--- config.mk ---
export PLATFORM = sky130hd
export DESIGN_NAME = sequence_generator_serial
export DESIGN_NICKNAME = d
export VERILOG_FILES = /design/src/rtl/sequence_generator_serial.sv
export SDC_FILE = /design/constraint.sdc
export NUM_CORES = 1
export LEC_CHECK = 0
export ABC_AREA = 1
export CAP_MARGIN = 10
export CORE_MARGIN = 2
export CORE_UTILIZATION = 45
export CTS_CLUSTER_SIZE = 28
export DETAILED_ROUTE_END_ITERATION = 10
export PLACE_DENSITY_LB_ADDON = 0.1
export SYNTH_ARGS = -nofsm -noshare
export SYNTH_HDL_FRONTEND = slang
export SYNTH_SLANG_ARGS = --single-unit
--- constraint.sdc ---
create_clock -name clk -period 3.4 [get_ports clk]
set_input_delay 1.02 -clock clk [delete_from_list [all_inputs] [get_ports clk]]
set_output_delay 1.02 -clock clk [all_outputs]
set_load 0.05 [all_outputs]
--- src/rtl/sequence_generator_serial.sv ---
// Serial MSB-first pattern transmitter with start/busy/done handshake and repeat count.
// Optional feature macro: SEQGEN_GAP_EN adds the gap input and idle GAP state between repetitions.
module sequence_generator_serial #(
  parameter int WIDTH = 8,
  parameter int LEN_W = $clog2(WIDTH) + 1,
  parameter int CNT_W = 4
) (
  input  logic             clk,
  input  logic             rst,
  input  logic             start,
  input  logic [WIDTH-1:0] pattern,
  input  logic [LEN_W-1:0] len,
  input  logic [CNT_W-1:0] reps,
`ifdef SEQGEN_GAP_EN
  input  logic [CNT_W-1:0] gap,
`endif
  output logic             x,
  output logic             valid,
  output logic             busy,
  output logic             done
);

  localparam int IDX_W = (WIDTH > 1) ? $clog2(WIDTH) : 1;

`ifdef SEQGEN_GAP_EN
  typedef enum logic [1:0] {IDLE, SHIFT, GAP} state_t;
`else
  typedef enum logic [1:0] {IDLE, SHIFT} state_t;
`endif

  state_t           state;
  logic [WIDTH-1:0] pat_q;
  logic [LEN_W-1:0] len_q;
  logic [IDX_W-1:0] idx;
  logic [CNT_W-1:0] rep;
  logic [IDX_W-1:0] last_idx;
  logic [IDX_W-1:0] first_idx;
`ifdef SEQGEN_GAP_EN
  logic [CNT_W-1:0] gap_q;
  logic [CNT_W-1:0] gcnt;
`endif

  function automatic logic legal_start(input logic             s,
                                       input logic [LEN_W-1:0] l,
                                       input logic [CNT_W-1:0] r);
    return s && (l != '0) && (l <= LEN_W'(WIDTH)) && (r != '0);
  endfunction

  assign first_idx = IDX_W'(len - LEN_W'(1));
  assign last_idx  = IDX_W'(len_q - LEN_W'(1));

  // Outputs are registered together with the state, so a bit chosen on edge k is on x for the cycle after k.
  always_ff @(posedge clk or negedge rst) begin
    if (!rst) begin
      state <= IDLE;
      pat_q <= '0;
      len_q <= '0;
      idx   <= '0;
      rep   <= '0;
      x     <= 1'b0;
      valid <= 1'b0;
      busy  <= 1'b0;
      done  <= 1'b0;
`ifdef SEQGEN_GAP_EN
      gap_q <= '0;
      gcnt  <= '0;
`endif
    end else begin
      done <= 1'b0;
      case (state)
        IDLE: begin
          if (legal_start(start, len, reps)) begin
            pat_q <= pattern;
            len_q <= len;
            rep   <= reps;
            idx   <= first_idx;
`ifdef SEQGEN_GAP_EN
            gap_q <= gap;
`endif
            x     <= pattern[first_idx];
            valid <= 1'b1;
            busy  <= 1'b1;
            state <= SHIFT;
          end
        end
        SHIFT: begin
          if (idx != '0) begin
            idx <= idx - IDX_W'(1);
            x   <= pat_q[idx - IDX_W'(1)];
          end else if (rep > CNT_W'(1)) begin
            rep <= rep - CNT_W'(1);
            idx <= last_idx;
`ifdef SEQGEN_GAP_EN
            if (gap_q != '0) begin
              gcnt  <= gap_q;
              x     <= 1'b0;
              valid <= 1'b0;
              state <= GAP;
            end else begin
              x <= pat_q[last_idx];
            end
`else
            x <= pat_q[last_idx];
`endif
          end else begin
            x     <= 1'b0;
            valid <= 1'b0;
            busy  <= 1'b0;
            done  <= 1'b1;
            state <= IDLE;
          end
        end
`ifdef SEQGEN_GAP_EN
        GAP: begin
          if (gcnt == CNT_W'(1)) begin
            x     <= pat_q[last_idx];
            valid <= 1'b1;
            state <= SHIFT;
          end else begin
            gcnt <= gcnt - CNT_W'(1);
          end
        end
`endif
        default: state <= IDLE;
      endcase
    end
  end

endmodule

==> results, run 1 <==
- The run finished with clean final reports.
- The deepest level of the CTS H-tree is 1.
- The reported leakage power is 0.8794 nW.
- After floorplanning, the core was divided into 20 placement rows.
- The die covers 3633 um^2.
- The transition time at the pin with the least slew margin is 498.0 ps.
- The number of I/O pins is 23.
- The first global-routing pass estimated 5133 um of wire.
- The final critical-path share of the clock period is 0.8017.
- The areal power density over the cells is 869.5 nW/um^2.
- The final design utilization is 0.5612.
- At the end of routability-driven placement, the weighted congestion stood at 0.8269.
- The depth of the worst hold-timing path is 2.
- The terminus of the critical flop-to-flop path is x.
- Entering global routing, the biggest net connects 27 pins.
- The die width is 60.28 um.
- The final critical-path required period is 2726 ps.
- After detailed routing, the number of remaining DRC violations is 0.
- The count of synthesis-stage warnings from yosys is 0.
- After detailed routing, the number of vias per cell comes to 4.876.
- The most common cell after layout, fill and taps aside is nand2_1.
- The count of flip-flops with a built-in enable after synthesis is 0.
- Leaving out fill and tap cells, the most frequent cells in the layout are nand2_1 (61), inv_1 (33), nand3_1 (23), clkdlybuf4s50_1 (22), dfrtp_1 (21).
- The worst setup path is captured at an output port.
- The number of buffers and inverters on the critical path is 1.
- Synthesis produced a netlist whose cell count is 199.
- Along the worst path, the maximum fanout reaches 9.
- The worst hold-check slack is 499.5 ps.
- The critical path goes through clkdlybuf4s50_1.
- The worst hold path terminates at pat_q[3].
- The worst pin sits at a relative slew slack of 0.6669.
- After filler insertion, the fill cell instance count of the layout stands at 308.
- Dividing the detail-routed wire length by the instance count gives 11.41 um.
- The count of clock tree sinks is 21.
- The synthesized net count is 224.
- The number of violations reported at the end of detailed-routing iteration 0 is 62.
- Setup violations remaining at the end of the flow were counted as 0.
- The number of iterations in the first detailed-routing pass is 4.
- The worst hold path begins at pat_q[3].
- The highest cell delay on the worst timing path is 870 ps.
- The count of endpoints failing hold in the final timing report is 0.
- In the final timing run, aggregate negative setup slack is 0 ps.
- The number of gates given a new drive strength after cts is 0.
- TritonCTS built the clock tree.
- The clock passes through at most 2 buffers.
- The number of global-route vias before repair is 1,166.
- The share of post-route cells with drive strength above 1 is 0.06757.
- For the final database, setup skew stands at 13.88 ps.
- The number of antenna diodes is 0.
- Summed over all layers, the routed wires come to 3035 um.
- The number of buffer cells added on primary ports is 22.
- The root buffer cell is clkbuf_4.
- The top flip-flop cell by instance count after synthesis is dfrtp_1.
- The vertical die dimension is 60.28 um.
- The synthesized area divided by synthesized cell count is 7.161 um^2.
- The slowest stage of the critical path belongs to the cell clkdlybuf4s50_1.
- The launching point of the worst reg2reg path is idx[0].
- The worst setup path is launched from a flop.
- The number of setup buffers added after CTS is 0.
- The classification of the worst setup path is reg -> out.
- The initial utilization of the core area, before any placement, comes to 0.4707.
- The flip-flop and latch count after synthesis is 21.
- The detailed placer's ending HPWL is 2331 um.
- Setup repair after global routing left no endpoint under its margin.
- Prior to clock tree synthesis, the placed netlist has a worst setup slack of 435.7 ps.
- In this run the remaining antenna-violating nets after routing total 0.
- The final-stage net count is 248.
- The maximum clock frequency is 366.9 MHz.
- From synthesis to final layout, the design area changed by 19.23%.
- The async set-reset flop share out of synthesis is 1.000.
- The maximum vdd ir drop is 0.0003839 V.
- The number of antenna violations at the first check in global routing is 0.
- The worst path arrival time is 1710 ps.
- The cell type group with the largest total delay on the critical path is buffers and inverters.
- The worst register-to-register path has a setup slack of 1730 ps.
- The post-CTS clock slew at the launch and capture registers of the worst setup and hold paths is 130 ps.
- The overall overflow remaining after global route is 0.
- The tightest min-delay check is of the reg -> reg type.
- The area of the mapped netlist is 1425 um^2.
- In the post-route analysis, the smallest setup slack over all paths is 674.1 ps.
- For the worst setup path, the data required time is 2380 ps.
- Max-cap violations in this run came to 0.
- The share of the Yosys chip area taken by registers is 0.3687.
- The max-slew violation count is 0.
- The TritonCTS buffer count is 3.
- The total area inside the core boundary comes to 3028 um^2.
- The total number of vias is 1,297.
- The length in cells of the worst reg-to-reg path is 9.
- The overall track demand over capacity in global routing is 0.1897.
- The clock network latency to the later pin of the worst-skew pair is 310 ps.
- The total power is 0.001477 W.
- The count of different cell masters after synthesis is 23.
- The number of hold buffers added after CTS was 0.
how the worst max path moves through the flow:
stage,from,slack [ps],endpoint,cells after the start
after global placement,len[0],520,idx[2],10
final,busy,670,busy,1
after CTS,busy,670,busy,1
after detailed placement,len[0],440,idx[2],10
after global routing,len[0],580,idx[2],10
after floorplan,len[0],1300,len_q[2],8
cells in the mapped netlist, types with 2 or more instances:
cell | number | area [um^2]
inv_2 | 2 | 7.510
ha_1 | 6 | 75.07
o21ai_0 | 18 | 90.09
buf_6 | 2 | 22.52
dfrtp_1 | 21 | 525.5
nand3_1 | 23 | 115.1
inv_1 | 33 | 123.9
xnor2_1 | 3 | 26.28
nor2_1 | 8 | 30.03
o221ai_1 | 2 | 17.52
o21ai_1 | 5 | 25.02
nand2_1 | 61 | 229.0
nand2_2 | 3 | 18.77
xor2_1 | 3 | 26.28
area by class of cell:
type,instances,area [um^2],share of cell area
multi-input cells,139,733.2,0.4315
well taps,44,55.05,0.03240
inverters,35,131.4,0.07732
clock buffers,4,26.28,0.01546
flip-flops and latches,21,525.5,0.3093
repair buffers,23,227.7,0.1340
registers in the layout, summed over array words and instances (netlist names):
register,count
x,1
busy,1
done,1
len_q,3
pat_q,8
idx,3
rep,4
worst min-delay path: stages (launching register included):
cell,delay [ps]
dfrtp_1,360
nand2_1,50
o21ai_0,60
per-stage QoR:
stage	area [um^2]	instances
global route	1699	266
floorplan	1425	199
detailed placement	1673	262
global placement	1673	262
CTS	1699	266
finish	1699	266
metal layers:
layer	vias up	GRT usage	wire length (um)
met5	-	0	0
met2	34	0.3043	1381
met4	0	0.02857	19
li1	670	-	-
met1	591	0.2601	1446
met3	2	0.05195	188
logic make-up after synthesis:
| logic type | Yosys count | synth area share |
|---|---|---|
| AOI/OAI and AO/OA | 27 | 0.1071 |
| xor gates and xnor gates | 6 | 0.03688 |
| buffers and inverters | 39 | 0.1168 |
| DFF | 21 | 0.3687 |
| adders and majority gates | 6 | 0.05268 |
| and+or+nand+nor | 100 | 0.3178 |
power by group:
part	internal (W)	total, W	switching, W	leakage [nW]
Sequential	0.000367	0.000458	0.0000902	0.260
Combinational	0.000338	0.000893	0.000555	0.604
Clock	0.0000458	0.000127	0.0000808	0.0150
No activity file was read; power rests on OpenSTA's default activity.
==> inputs of run 2 (changes only) <==
clock period = 2.6 ns   (was 3.4 ns; I/O delays follow)
==> results, run 2 (synthesis gave the netlist of run 1 again) <==
- Status: finished, final reports clean (unchanged).
- The reported max-cap violation count was 0 (unchanged).
- The root buffer cell is clkbuf_4 (unchanged).
- The length in cells of the worst reg-to-reg path came to 7 (was 9).
- The clock skew is 4.701 ps (was 13.88 ps).
- The residual antenna-violating net count after detailed routing came to 0 (unchanged).
- The total stage count of the critical path is 1 (unchanged).
- The wire length of the first global-routing pass is 5181 um (was 5133 um).
- The relative max-transition margin is 0.6694 (was 0.6669).
- Setup repair after global routing missed its margin: false (unchanged).
- The number of gates given a new drive strength after cts was 0 (unchanged).
- The launching point of the worst reg2reg path is idx[0] (unchanged).
- The routed design could run at a clock period as short as 2465 ps.
- The number of antenna diodes is 0 (unchanged).
- The total power was 0.001932 W (was 0.001477 W).
- The register bank with the most flops is pat_q (unchanged).
- The worst min-delay path class is reg -> reg (unchanged).
- The areal power density over the cells was 1114 nW/um^2 (was 869.5 nW/um^2).
- The deepest level of the CTS H-tree came to 1 (unchanged).
- The transition time at the pin with the least slew margin is 494.3 ps (was 498.0 ps).
- The worst path arrival time is 1690 ps (was 1710 ps).
- The highest cell delay on the worst timing path came to 860 ps (was 870 ps).
- In the finished design, the share of the clock period the worst path needs comes to 0.9481.
- The depth of the worst hold-timing path is 2 (unchanged).
- The number of violations reported at the end of detailed-routing iteration 0 was 97 (was 62).
- The detailed placer's ending HPWL is 2395 um (was 2331 um).
- The number of antenna violations at the first check in global routing came to 0 (unchanged).
- The number of global-route vias before repair is 1,253 (was 1,166).
- The reported leakage power came to 0.8995 nW (was 0.8794 nW).
- The post-CTS clock slew at the launch and capture registers of the worst setup and hold paths is 130 ps (about the same).
- The share of total power in sequential cells is 0.310 (about the same).
- The core area is 3028 um^2 (unchanged).
- Leading cell types in the layout, fill and taps excluded: nand2_1 (61), inv_1 (33), nand3_1 (23), clkdlybuf4s50_1 (22), dfrtp_1 (21) (unchanged).
- The post-synthesis to final-layout area growth is 21.69% (was 19.23%).
- The highest net fanout along the worst path came to 9 (unchanged).
- The terminus of the critical flop-to-flop path was idx[2] (was x).
- The number of iterations in the first detailed-routing pass is 4 (unchanged).
- The startpoint type of the worst setup path is a flop (unchanged).
- The die width is 60.28 um (unchanged).
- The number of rows in the core area is 20 (unchanged).
- The number of fillers in the final layout is 316 (was 308).
- The total length of routed wires is 3027 um (was 3035 um).
- The placer congestion estimate came to 0.8283 (was 0.8269).
- The max-slew violation count is 0 (unchanged).
- The overall overflow remaining after global route is 0 (unchanged).
- The final-stage net count is 251 (was 248).
- The worst reg-to-reg setup slack was 880 ps (was 1730 ps).
- Biggest regs: pat_q: 8 flops, rep: 4 flops (unchanged).
- The switching share of power is 0.4880 (was 0.4917).
- The area of the die is 3633 um^2 (unchanged).
- The initial core utilization is 0.4707 (unchanged).
- The vertical die dimension came to 60.28 um (unchanged).
- The internal power contribution came to 0.0009893 W (was 0.0007509 W).
- The worst hold-check slack is 512.7 ps (was 499.5 ps).
- The critical-path cell with the highest stage delay is clkdlybuf4s50_1 (unchanged).
- The final count of negative-setup-slack endpoints was 0 (unchanged).
- The count of clock tree sinks is 21 (unchanged).
- The overall track demand over capacity in global routing is 0.1894 (was 0.1897).
- The worst setup path startpoint is busy (unchanged).
- The number of buffer cells added on primary ports is 22 (unchanged).
- The share of post-route cells with drive strength above 1 is 0.08000 (was 0.06757).
- The total DRC errors in the routed layout is 0 (unchanged).
- The most common cell after layout, fill and taps aside is nand2_1 (unchanged).
- The data required time of the worst path came to 1820 ps (was 2380 ps).
- The clock tree from TritonCTS is yes (unchanged).
- The buffer depth of the longest clock path is 2 (unchanged).
- The largest net degree at the start of global routing was 24 (was 27).
- The maximum vdd ir drop is 0.0004474 V (was 0.0003839 V).
- The number of hold-repair buffers added at the cts stage was 0 (unchanged).
- The clock network latency to the later pin of the worst-skew pair is 300 ps (was 310 ps).
- The area of the multi-input gates is 733.2 um^2 (unchanged).
- The number of flip-flops in the largest register is 8 (unchanged).
- The power dissipated by switching net loads is 0.0009430 W (was 0.0007265 W).
- The number of I/O pins was 23 (unchanged).
- The buffer count from post-CTS setup fixing is 0 (unchanged).
- The cell type group with the largest total delay on the critical path was buffers and inverters (unchanged).
- The total number of vias is 1,308 (was 1,297).
- The classification of the worst setup path is reg -> out (unchanged).
- The TritonCTS buffer count was 3 (unchanged).
- The logic gate share of total power is 0.605 (about the same).
- The average wire per cell in the routed design is 11.25 um (was 11.41 um).
- The total negative slack for setup checks is 0 ps (unchanged).
- The area taken by flip-flops and latches is 525.5 um^2 (unchanged).
- Cell-by-cell listing of the critical path: clkdlybuf4s50_1 (unchanged).
- The count of buffer and inverter cells on the critical path is 1 (unchanged).
- The capture point of the worst path was busy (unchanged).
- The critical path endpoint category is an output port (unchanged).
- The clock share of power is 0.084 (was 0.086).
- The ratio of routed vias to standard cells is 4.862 (was 4.876).
- The count of endpoints failing hold in the final timing report came to 0 (unchanged).
- The maximum clock frequency is 405.7 MHz.
## run 2: cell count changes in the layout (fill, tap and decap cells not counted)
cell and delta:
buf_4 +2, buf_12 +1
## run 2: through the flow
stage | area, um^2 | std cells | util | setup WS [ps]
after floorplan | 1425 | 199 | - | 735.5
after global placement | 1708 | 265 | 0.5641 | 274.4
after detailed placement | 1708 | 265 | 0.5641 | 219.7
after CTS | 1734 | 269 | 0.5727 | 107.9
after global routing | 1734 | 269 | 0.5727 | 38.91
final | 1734 | 269 | 0.5727 | 134.9
## run 2: per-layer routing
metal	wire length, um	GRT usage
met2	1364	0.2950
met4	24	0.07937
met3	149	0.02597
met1	1488	0.2621
met5	0	0
## run 2: power by group through the flow
stage                     registers [W]  clock network [W]  logic, W
after global placement         0.000601                  0   0.00114
after floorplan                0.000639                  0  0.000865
final                          0.000600           0.000163   0.00117
after global routing           0.000624           0.000184   0.00133
after CTS                      0.000601           0.000173   0.00117
after detailed placement       0.000609                  0   0.00116
## run 2: final cells by class
type	instances	area share
repair buffers	26	0.1515
multi-input cells	139	0.4228
clock buffers	4	0.01515
well taps	44	0.03175
flip-flops and latches	21	0.3030
inverters	35	0.07576
## run 2: how the worst min path moves through the flow
stage,startpoint,end,slack (ps)
finish,pat_q[0],pat_q[0],510
global route,pat_q[0],pat_q[0],540
CTS,pat_q[0],pat_q[0],520
detailed placement,pat_q[0],pat_q[0],480
global placement,pat_q[7],pat_q[7],480
floorplan,pat_q[3],pat_q[3],450
## run 2: worst min-delay path: cells and delay by family, from the launching register on
| family | cells | cell delay (ps) |
|---|---|---|
| AO/OA/AOI/OAI | 1 | 60 |
| flip-flops | 1 | 370 |
| AND/OR/NAND/NOR | 1 | 50 |
